<file path="src/rtl/ctrl_pkg.sv">
// Shared encodings for the multi-cycle control FSM: opcodes, datapath select codes, states.
package ctrl_pkg;

   localparam int OP_ADD  = 0;
   localparam int OP_ADDI = 1;
   localparam int OP_NAND = 2;
   localparam int OP_LUI  = 3;
   localparam int OP_LW   = 4;
   localparam int OP_SW   = 5;
   localparam int OP_BEQ  = 6;
   localparam int OP_JALR = 7;

   localparam logic [1:0] FUNC_ALU_ADD   = 2'b00;
   localparam logic [1:0] FUNC_ALU_NAND  = 2'b01;
   localparam logic [1:0] FUNC_ALU_PASS1 = 2'b10;
   localparam logic [1:0] FUNC_ALU_EQ    = 2'b11;

   localparam logic [1:0] MUX_PC_NONE   = 2'b00;
   localparam logic [1:0] MUX_PC_NEXT   = 2'b01;
   localparam logic [1:0] MUX_PC_BRANCH = 2'b10;
   localparam logic [1:0] MUX_PC_JUMP   = 2'b11;

   localparam logic [1:0] MUX_TGT_NONE = 2'b00;
   localparam logic [1:0] MUX_TGT_ALU  = 2'b01;
   localparam logic [1:0] MUX_TGT_DMEM = 2'b10;
   localparam logic [1:0] MUX_TGT_PC   = 2'b11;

   typedef enum logic [2:0] {
      ST_BOOT   = 3'd0,
      ST_FETCH  = 3'd1,
      ST_DECODE = 3'd2,
      ST_EXEC   = 3'd3,
      ST_MEM    = 3'd4,
      ST_WB     = 3'd5,
      ST_HALT   = 3'd6,
      ST_FAULT  = 3'd7
   } state_t;

   typedef struct packed {
      logic [1:0] func_alu;
      logic       mux_alu1;
      logic       mux_alu2;
      logic       mux_rf;
   } alu_sel_t;

endpackage

</file>
<file path="src/rtl/ctrl_wait_timer.sv">
// Memory-wait watchdog: counts unacknowledged wait cycles and flags the cycle that hits the limit.
module ctrl_wait_timer #(
   parameter int TIMEOUT = 15,
   parameter int TO_W    = 4
) (
   input  logic clk,
   input  logic rst,
   input  logic clear,
   input  logic inc,
   input  logic ack,
   output logic expired
);

   localparam logic [TO_W-1:0] LIMIT = (TIMEOUT == 0) ? '1 : TO_W'(TIMEOUT);

   logic [TO_W-1:0] r_cnt;

   always_ff @(posedge clk or posedge rst) begin
      if (rst)
         r_cnt <= '0;
      else if (clear)
         r_cnt <= '0;
      else if (inc && !ack && (r_cnt != LIMIT))
         r_cnt <= r_cnt + 1'b1;
   end

   // The TIMEOUT-th unacknowledged cycle expires; an ack on that same cycle wins.
   assign expired = (TIMEOUT != 0) && inc && !ack && (r_cnt >= LIMIT - 1'b1);

endmodule

</file>
<file path="src/rtl/control_mc.sv">
// Multi-cycle control FSM: sequences FETCH/DECODE/EXEC/MEM/WB and drives datapath enables/selects.
module control_mc
   import ctrl_pkg::*;
#(
   parameter int OPC_W   = 3,
   parameter int TIMEOUT = 15,
   parameter int TO_W    = 4,
   parameter int HALT_EN = 1
) (
   input  logic             clk,
   input  logic             rst,
   input  logic [OPC_W-1:0] opcode,
   input  logic             eq,
   input  logic             halt_bit,
   input  logic             imem_ack,
   input  logic             dmem_ack,
   output logic             imem_req,
   output logic             dmem_req,
   output logic             we_dmem,
   output logic             we_ir,
   output logic             we_pc,
   output logic             we_rf,
   output logic [1:0]       func_alu,
   output logic             mux_alu1,
   output logic             mux_alu2,
   output logic [1:0]       mux_pc,
   output logic             mux_rf,
   output logic [1:0]       mux_tgt,
   output logic             retire,
   output logic             halted,
   output logic             fault
);

   function automatic alu_sel_t decode_sel(input logic [OPC_W-1:0] op);
      alu_sel_t s;
      s = '0;
      case (op)
         OPC_W'(OP_ADDI): s.mux_alu2 = 1'b1;
         OPC_W'(OP_NAND): s.func_alu = FUNC_ALU_NAND;
         OPC_W'(OP_LUI):  begin s.func_alu = FUNC_ALU_PASS1; s.mux_alu1 = 1'b1; end
         OPC_W'(OP_LW):   s.mux_alu2 = 1'b1;
         OPC_W'(OP_SW):   begin s.mux_alu2 = 1'b1; s.mux_rf = 1'b1; end
         OPC_W'(OP_BEQ):  begin s.func_alu = FUNC_ALU_EQ; s.mux_rf = 1'b1; end
         default:         s = '0;
      endcase
      return s;
   endfunction

   state_t   r_state;
   state_t   w_next;
   alu_sel_t w_sel;
   logic     w_wait, w_ack, w_clear, w_expired;
   logic     w_is_lw, w_is_sw;

   assign w_sel   = decode_sel(opcode);
   assign w_is_lw = (opcode == OPC_W'(OP_LW));
   assign w_is_sw = (opcode == OPC_W'(OP_SW));
   assign w_wait  = (r_state == ST_FETCH) || (r_state == ST_MEM);
   assign w_ack   = (r_state == ST_FETCH) ? imem_ack : dmem_ack;
   // Restarting on every state change gives a fresh budget on each entry to FETCH/MEM.
   assign w_clear = !w_wait || (w_next != r_state);

   ctrl_wait_timer #(.TIMEOUT(TIMEOUT), .TO_W(TO_W)) u_timer (
      .clk     (clk),
      .rst     (rst),
      .clear   (w_clear),
      .inc     (w_wait),
      .ack     (w_ack),
      .expired (w_expired)
   );

   always_ff @(posedge clk or posedge rst) begin
      if (rst) r_state <= ST_BOOT;
      else     r_state <= w_next;
   end

   always_comb begin
      w_next   = r_state;
      imem_req = 1'b0;
      dmem_req = 1'b0;
      we_dmem  = 1'b0;
      we_ir    = 1'b0;
      we_pc    = 1'b0;
      we_rf    = 1'b0;
      func_alu = FUNC_ALU_ADD;
      mux_alu1 = 1'b0;
      mux_alu2 = 1'b0;
      mux_pc   = MUX_PC_NONE;
      mux_rf   = 1'b0;
      mux_tgt  = MUX_TGT_NONE;
      halted   = 1'b0;
      fault    = 1'b0;
      if ((r_state == ST_EXEC) || (r_state == ST_MEM) || (r_state == ST_WB))
         {func_alu, mux_alu1, mux_alu2, mux_rf} = w_sel;
      case (r_state)
         ST_BOOT: w_next = ST_FETCH;
         ST_FETCH: begin
            imem_req = 1'b1;
            if (imem_ack) begin
               we_ir  = 1'b1;
               w_next = ST_DECODE;
            end else if (w_expired) begin
               w_next = ST_FAULT;
            end
         end
         ST_DECODE: w_next = ST_EXEC;
         ST_EXEC: begin
            case (opcode)
               OPC_W'(OP_LW), OPC_W'(OP_SW): w_next = ST_MEM;
               OPC_W'(OP_BEQ): begin
                  we_pc  = 1'b1;
                  mux_pc = eq ? MUX_PC_BRANCH : MUX_PC_NEXT;
                  w_next = ST_FETCH;
               end
               OPC_W'(OP_JALR): begin
                  if ((HALT_EN != 0) && halt_bit) begin
                     w_next = ST_HALT;
                  end else begin
                     we_rf   = 1'b1;
                     mux_tgt = MUX_TGT_PC;
                     we_pc   = 1'b1;
                     mux_pc  = MUX_PC_JUMP;
                     w_next  = ST_FETCH;
                  end
               end
               default: w_next = ST_WB;
            endcase
         end
         ST_MEM: begin
            dmem_req = 1'b1;
            we_dmem  = w_is_sw;
            if (dmem_ack) begin
               we_pc  = 1'b1;
               mux_pc = MUX_PC_NEXT;
               if (w_is_lw) begin
                  we_rf   = 1'b1;
                  mux_tgt = MUX_TGT_DMEM;
               end
               w_next = ST_FETCH;
            end else if (w_expired) begin
               w_next = ST_FAULT;
            end
         end
         ST_WB: begin
            we_rf   = 1'b1;
            mux_tgt = MUX_TGT_ALU;
            we_pc   = 1'b1;
            mux_pc  = MUX_PC_NEXT;
            w_next  = ST_FETCH;
         end
         ST_HALT:  halted = 1'b1;
         ST_FAULT: fault  = 1'b1;
         default:  w_next = ST_BOOT;
      endcase
   end

   assign retire = we_pc;

endmodule

</file>
<file path="config.mk">
export PLATFORM = sky130hd
export DESIGN_NAME = control_mc
export DESIGN_NICKNAME = d
export VERILOG_FILES = /design/src/rtl/ctrl_pkg.sv /design/src/rtl/ctrl_wait_timer.sv /design/src/rtl/control_mc.sv
export SDC_FILE = /design/constraint.sdc
export NUM_CORES = 1
export LEC_CHECK = 0
export ABC_AREA = 1
export CAP_MARGIN = 20
export CORE_MARGIN = 4
export CORE_UTILIZATION = 44
export DETAILED_ROUTE_END_ITERATION = 12
export GPL_ROUTABILITY_DRIVEN = 0
export PLACE_DENSITY = 0.79
export SLEW_MARGIN = 0
export SYNTH_ARGS = -nofsm -noshare
export SYNTH_HDL_FRONTEND = slang
export SYNTH_HIERARCHICAL = 1
export SYNTH_SLANG_ARGS = --single-unit
</file>
<file path="constraint.sdc">
create_clock -name clk -period 2.5 [get_ports clk]
set_clock_uncertainty 0.15 [all_clocks]
set_input_delay 0.375 -clock clk [delete_from_list [all_inputs] [get_ports clk]]
set_output_delay 0.375 -clock clk [all_outputs]
set_load 0.05 [all_outputs]
</file>
# Yosys cells after proc, flatten, opt, wreduce, memory -nomap -nowiden
# Cells that the tools add are included.
[classes]
reduce_logical = 15
n_eq_ne = 16
order_cmp = 1
addsub = 1
muxes = 41
[op_table]
columns = ["operator", "count"]
rows = [
  ["$eq A3 B3 Y1 const B", 8],
  ["$mux W1", 20],
  ["$pmux W2 S3", 3],
  ["$pmux W3 S5", 1],
  ["$eq A3 B2 Y1 const B", 4],
  ["$mux W2", 6],
  ["$mux W3", 4],
  ["$pmux W3 S3", 1],
  ["$mux W4", 2],
  ["$eq A3 B1 Y1 const B", 2],
  ["$pmux W1 S3", 2],
  ["$reduce_or A2 Y1", 3],
  ["$add A4 B1 Y4 const B", 1],
  ["$ge A4 B4 Y1 const B", 1],
  ["$logic_or A1 B1 Y1", 4],
  ["$ne A4 B4 Y1 const B", 1],
  ["$pmux W2 S2", 1],
  ["$logic_and A1 B1 Y1", 3],
  ["$logic_not A3 Y1", 1],
  ["$ne A3 B3 Y1", 1],
  ["$reduce_or A3 Y1", 1],
  ["$logic_not A1 Y1", 2],
  ["$pmux W1 S2", 1],
  ["$reduce_bool A2 Y1", 1],
]
[word_totals]
input_bits = 9
wordCells = 76
out_inout_bits = 18
register_bits = 7

# Depth between registers and ports, before layout
[logic_depth]
ltp_word = 11
mapped_depth = 21
ltp_nobuf = 20

# By module
# Netlist, hierarchy kept.
[modules_own_cells]
columns = ["mod", "n_inst", "seq_area_each_um2", "cells_per_inst", "area_per_inst_um2"]
rows = [
  ["control_mc", 1, 75.1, 101, 519.2],
  ["ctrl_wait_timer", 1, 100.1, 37, 261.5],
]

# Worst setup path after synthesis
# Ideal clock, no wire load.
[synth_timing]
path_type = "register -> output"
startpoint = "register r_state[1]"
endpoint = "output port we_dmem"
path_stages_with_launch = 5
arrival_ns = 2.142
slack_ns = -0.167
path_buffers = 1
required_time_ns = 1.975
cell_sequence = "dfrtp_1 buf_4 nor2_1 nand2_1 nor4_1"
[synth_via]
elab_chain_len = 2
[synth_lines]
columns = ["element", "line_no", "source"]
rows = [
  ["start, declared", "control_mc.sv:49", "state_t r_state;"],
  ["start signal, assigned", "control_mc.sv:74", "else r_state <= w_next;"],
  ["$eq A3 B3 Y1", "control_mc.sv:95", "case (r_state)"],
  ["$mux W1", "control_mc.sv:95", ""],
  ["end, declared", "control_mc.sv:19", "output logic we_dmem,"],
]
# Every way passes these cells.

# Worst setup path in the final report
[layout_timing]
startpoint = "input port opcode[1]"
endpoint = "output port we_pc"
[layout_via]
elab_chain_len = 3
elab_cells_between_ends = 4
cone_classes = "eq/ne (2); mux (2)"
[layout_lines]
columns = ["element", "line_no", "source"]
rows = [
  ["start, declared", "control_mc.sv:12", "input logic [OPC_W-1:0] opcode,"],
  ["$eq A3 B3 Y1", "control_mc.sv:108", "case (opcode)"],
  ["$pmux W1 S2 *", "control_mc.sv:108", ""],
  ["$pmux W1 S3 *", "control_mc.sv:95", ""],
  ["end, declared", "control_mc.sv:21", "output logic we_pc,"],
]
# Mark *: on every way between the ends. The rest lies on a longest branch, timed or not.

==> out/results.txt <==
status: complete, no violations
area grow syn2layout: 83.7%
htree depth: 1
static leakage: 0.000710 uW
grt ovf: 0
Most used DFF post-synth: dfrtp_1
Core Region: 1590 um2
CTS tree: yes
vias in the first global route: 845
clock sink count: 7
row count: 14
Die Footprint: 2510 um2
DR iter-0 viols: 90
max frequency: 400 MHz
Critical Path RT: 1.98 ns
max-capacitance violation count: 0
slew at the pin with the worst max-slew slack: 0.493 ns
Synth area leaders: dfrtp_1, nand2_1, nor2_1
CP most frequent cell: nand2_1
all-layer global routing usage: 18.8%
Clock Latency Late Sink: 0.28 ns
IO buf count: 26
Avg Vias per Cell: 5.43
period utilization: 99.9%
Clock power frac: 45.2%
Yosys top cell by area: dfrtp_1
Switching Share: 30.8%
count leader, synth: nand2_1
Cells after Synth: 138
VDD IR max: 0.000374 V
routed len/inst: 15.3 um
post-synthesis async set-or-reset flop share: 100%
hold slack: 0.184 ns
FILL cells: 72
Fin. Hold Viols: 0
dpl cell area: 1260 um2
CP Class: input pin to output pin
initial core utilization: 49.0%
Psw: 85.4 uW
pin count of the biggest net entering global routing: 10
initial antenna violation count: 0
Die X: 50.1 um
share of layout cells above drive strength 1: 37.7%
fin area: 1430 um2
Num CTS Buffers: 3
Worst Hold Class: input pin to asynchronous set/reset pin
critical path peak fanout: 5
Detail Route Antenna Nets: 0
flop and latch count out of synthesis: 7
First-pass DRT Iterations: 4
I/O pins: 27
CP cell instances: clkdlybuf4s50_1 -> nand2_1 -> nor2_1 -> o21ai_0 -> nand2_1 -> buf_12
number of library cell types mapped by synthesis: 23
final net count: 195
Vert. Die Dim: 50.1 um
Pint: 192 uW
# diodes: 0
clk slew on worst S/H paths: 0.07 ns
CP peak stage delay: 0.60 ns
synthesized cell area: 781 um2
Worst setup SP type: input pin
DRC violations left: 0
combinational power share: 14.0%
vias: 1123
Period minus WS final: 2.50 ns
Final Setup Violations: 0
largest buffer count on any clock path: 2
Synth top area share: 22.4%
Syn Area/Cell: 5.66 um2
Routed WL: 3160 um
# hold bufs at CTS: 0
worst slew margin relative to its limit: 67.0%
power per cell area: 193 nW/um2
register area share after synthesis: 22.4%
CP Capture Type: output pin
Reg power frac: 40.8%
max-slew violations: 0
top cells by count, synth: nand2_1, nor2_1, inv_1, nand3_1, dfrtp_1
first-pass GRT wire length: 3690 um
critical path's slowest cell: clkdlybuf4s50_1
syn_nets: 149
root buf cell: clkbuf_4
DP Wirelength: 1920 um
Synthesis Warnings: 6
CP arrival: 1.97 ns
Post-synth EDFFs: 0
stage by stage:
| step | TNS, ns | setup WS, ns | utilization, % | std cells | total power (uW) |
|---|---|---|---|---|---|
| 4_1_cts | 0 | 0.00464 | 81.2 | 198 | 262 |
| 6_report | 0 | 0.00295 | 90.0 | 207 | 277 |
| 5_1_grt | -0.569 | -0.117 | 90.0 | 207 | 285 |
| 3_3_place_gp | -0.389 | -0.106 | 79.2 | 194 | 148 |
| 2_1_floorplan | 0 | 0.123 | - | 138 | 129 |
| 3_5_place_dp | -0.707 | -0.195 | 79.2 | 194 | 149 |
state kept, by name, indices dropped and copies added (netlist names):
signal and count:
u_timer/r_cnt 4, r_state 3
layout by cell type (no fill, tap or decap), types with 3 or more instances in the layout:
cell             synthesis  routed
nand2_1                 35      30
dfrtp_1                  7       4
nand2_2                  3       5
a21oi_1                  3       3
nand4_1                  4       4
inv_2                    3       6
nand3_2                  0       3
clkdlybuf4s50_1          0       9
o21ai_0                  6       5
buf_4                    2      21
buf_12                   0      14
inv_1                   22      19
nor2_2                   0       3
nor2_1                  24      20
dfrtp_2                  0       3
nand2_4                  0       3
nand3_1                 14      11
clkbuf_4                 0       3
power groups by stage:
stage | clock [uW] | combinational (uW) | sequential (uW)
after floorplan | 0 | 13.1 | 115
after global placement | 0 | 33.0 | 115
after detailed placement | 0 | 34.0 | 115
after CTS | 115 | 34.1 | 113
after global routing | 131 | 41.2 | 113
final | 125 | 38.7 | 113
per-layer routing:
layer / wire length, um / share of wire (%) / vias to the layer above / global-route usage (%)
li1: - / - / 527 / -
met3: 265 / 8.4 / 27 / 3.31
met1: 1170 / 37 / 487 / 23.8
met5: 0 / 0 / - / 0
met2: 1530 / 49 / 82 / 31.3
met4: 191 / 6.0 / 0 / 7.37
repair_timing:
item | 4_1_cts | 5_1_grt
resized for setup | 3 | 23
buffers inserted | 0 | 9
endpoints found under the setup margin | 3 | 4
pin swaps | 0 | 7
endpoints found under the hold margin | 0 | 0
critical path: cells and delay by family:
family	cells	cell delay [ns]
compound gates	1	0.20
buf+inv	2	0.77
simple gates	3	0.62
logic make-up (layout without fill, tap and decap cells):
kind of cell | Yosys count | after routing | share of synthesized area [%]
buf+inv | 30 | 75 | 15.9
flops | 7 | 7 | 22.4
compound gates | 14 | 14 | 11.2
fa+ha+maj | 2 | 2 | 3.20
simple gates | 85 | 85 | 47.3
path summary, 6_finish.rpt:
check	startpoint	end	slack (ns)	cells past startpoint
worst min-delay path	rst	r_state[1]	0.18	2
worst max register to register	r_state[0]	u_timer/r_cnt[3]	0.05	21
worst min register to register	u_timer/r_cnt[3]	u_timer/r_cnt[3]	0.43	2
max in group asynchronous	rst	r_state[2]	1.86	2
min in group clk	u_timer/r_cnt[3]	u_timer/r_cnt[3]	0.43	2
worst max-delay path	opcode[1]	we_pc	0.003	6
final cells by class:
class	instances	area (um2)	area share [%]
Multi-Input combinational cell	101	559	39.0
Timing Repair Buffer	45	541	37.7
Sequential cell	7	179	12.5
Inverter	26	98.8	6.89
Tap cell	24	30.0	2.09
Clock buffer	4	26.3	1.83
Power figures use the tool's default switching activity.
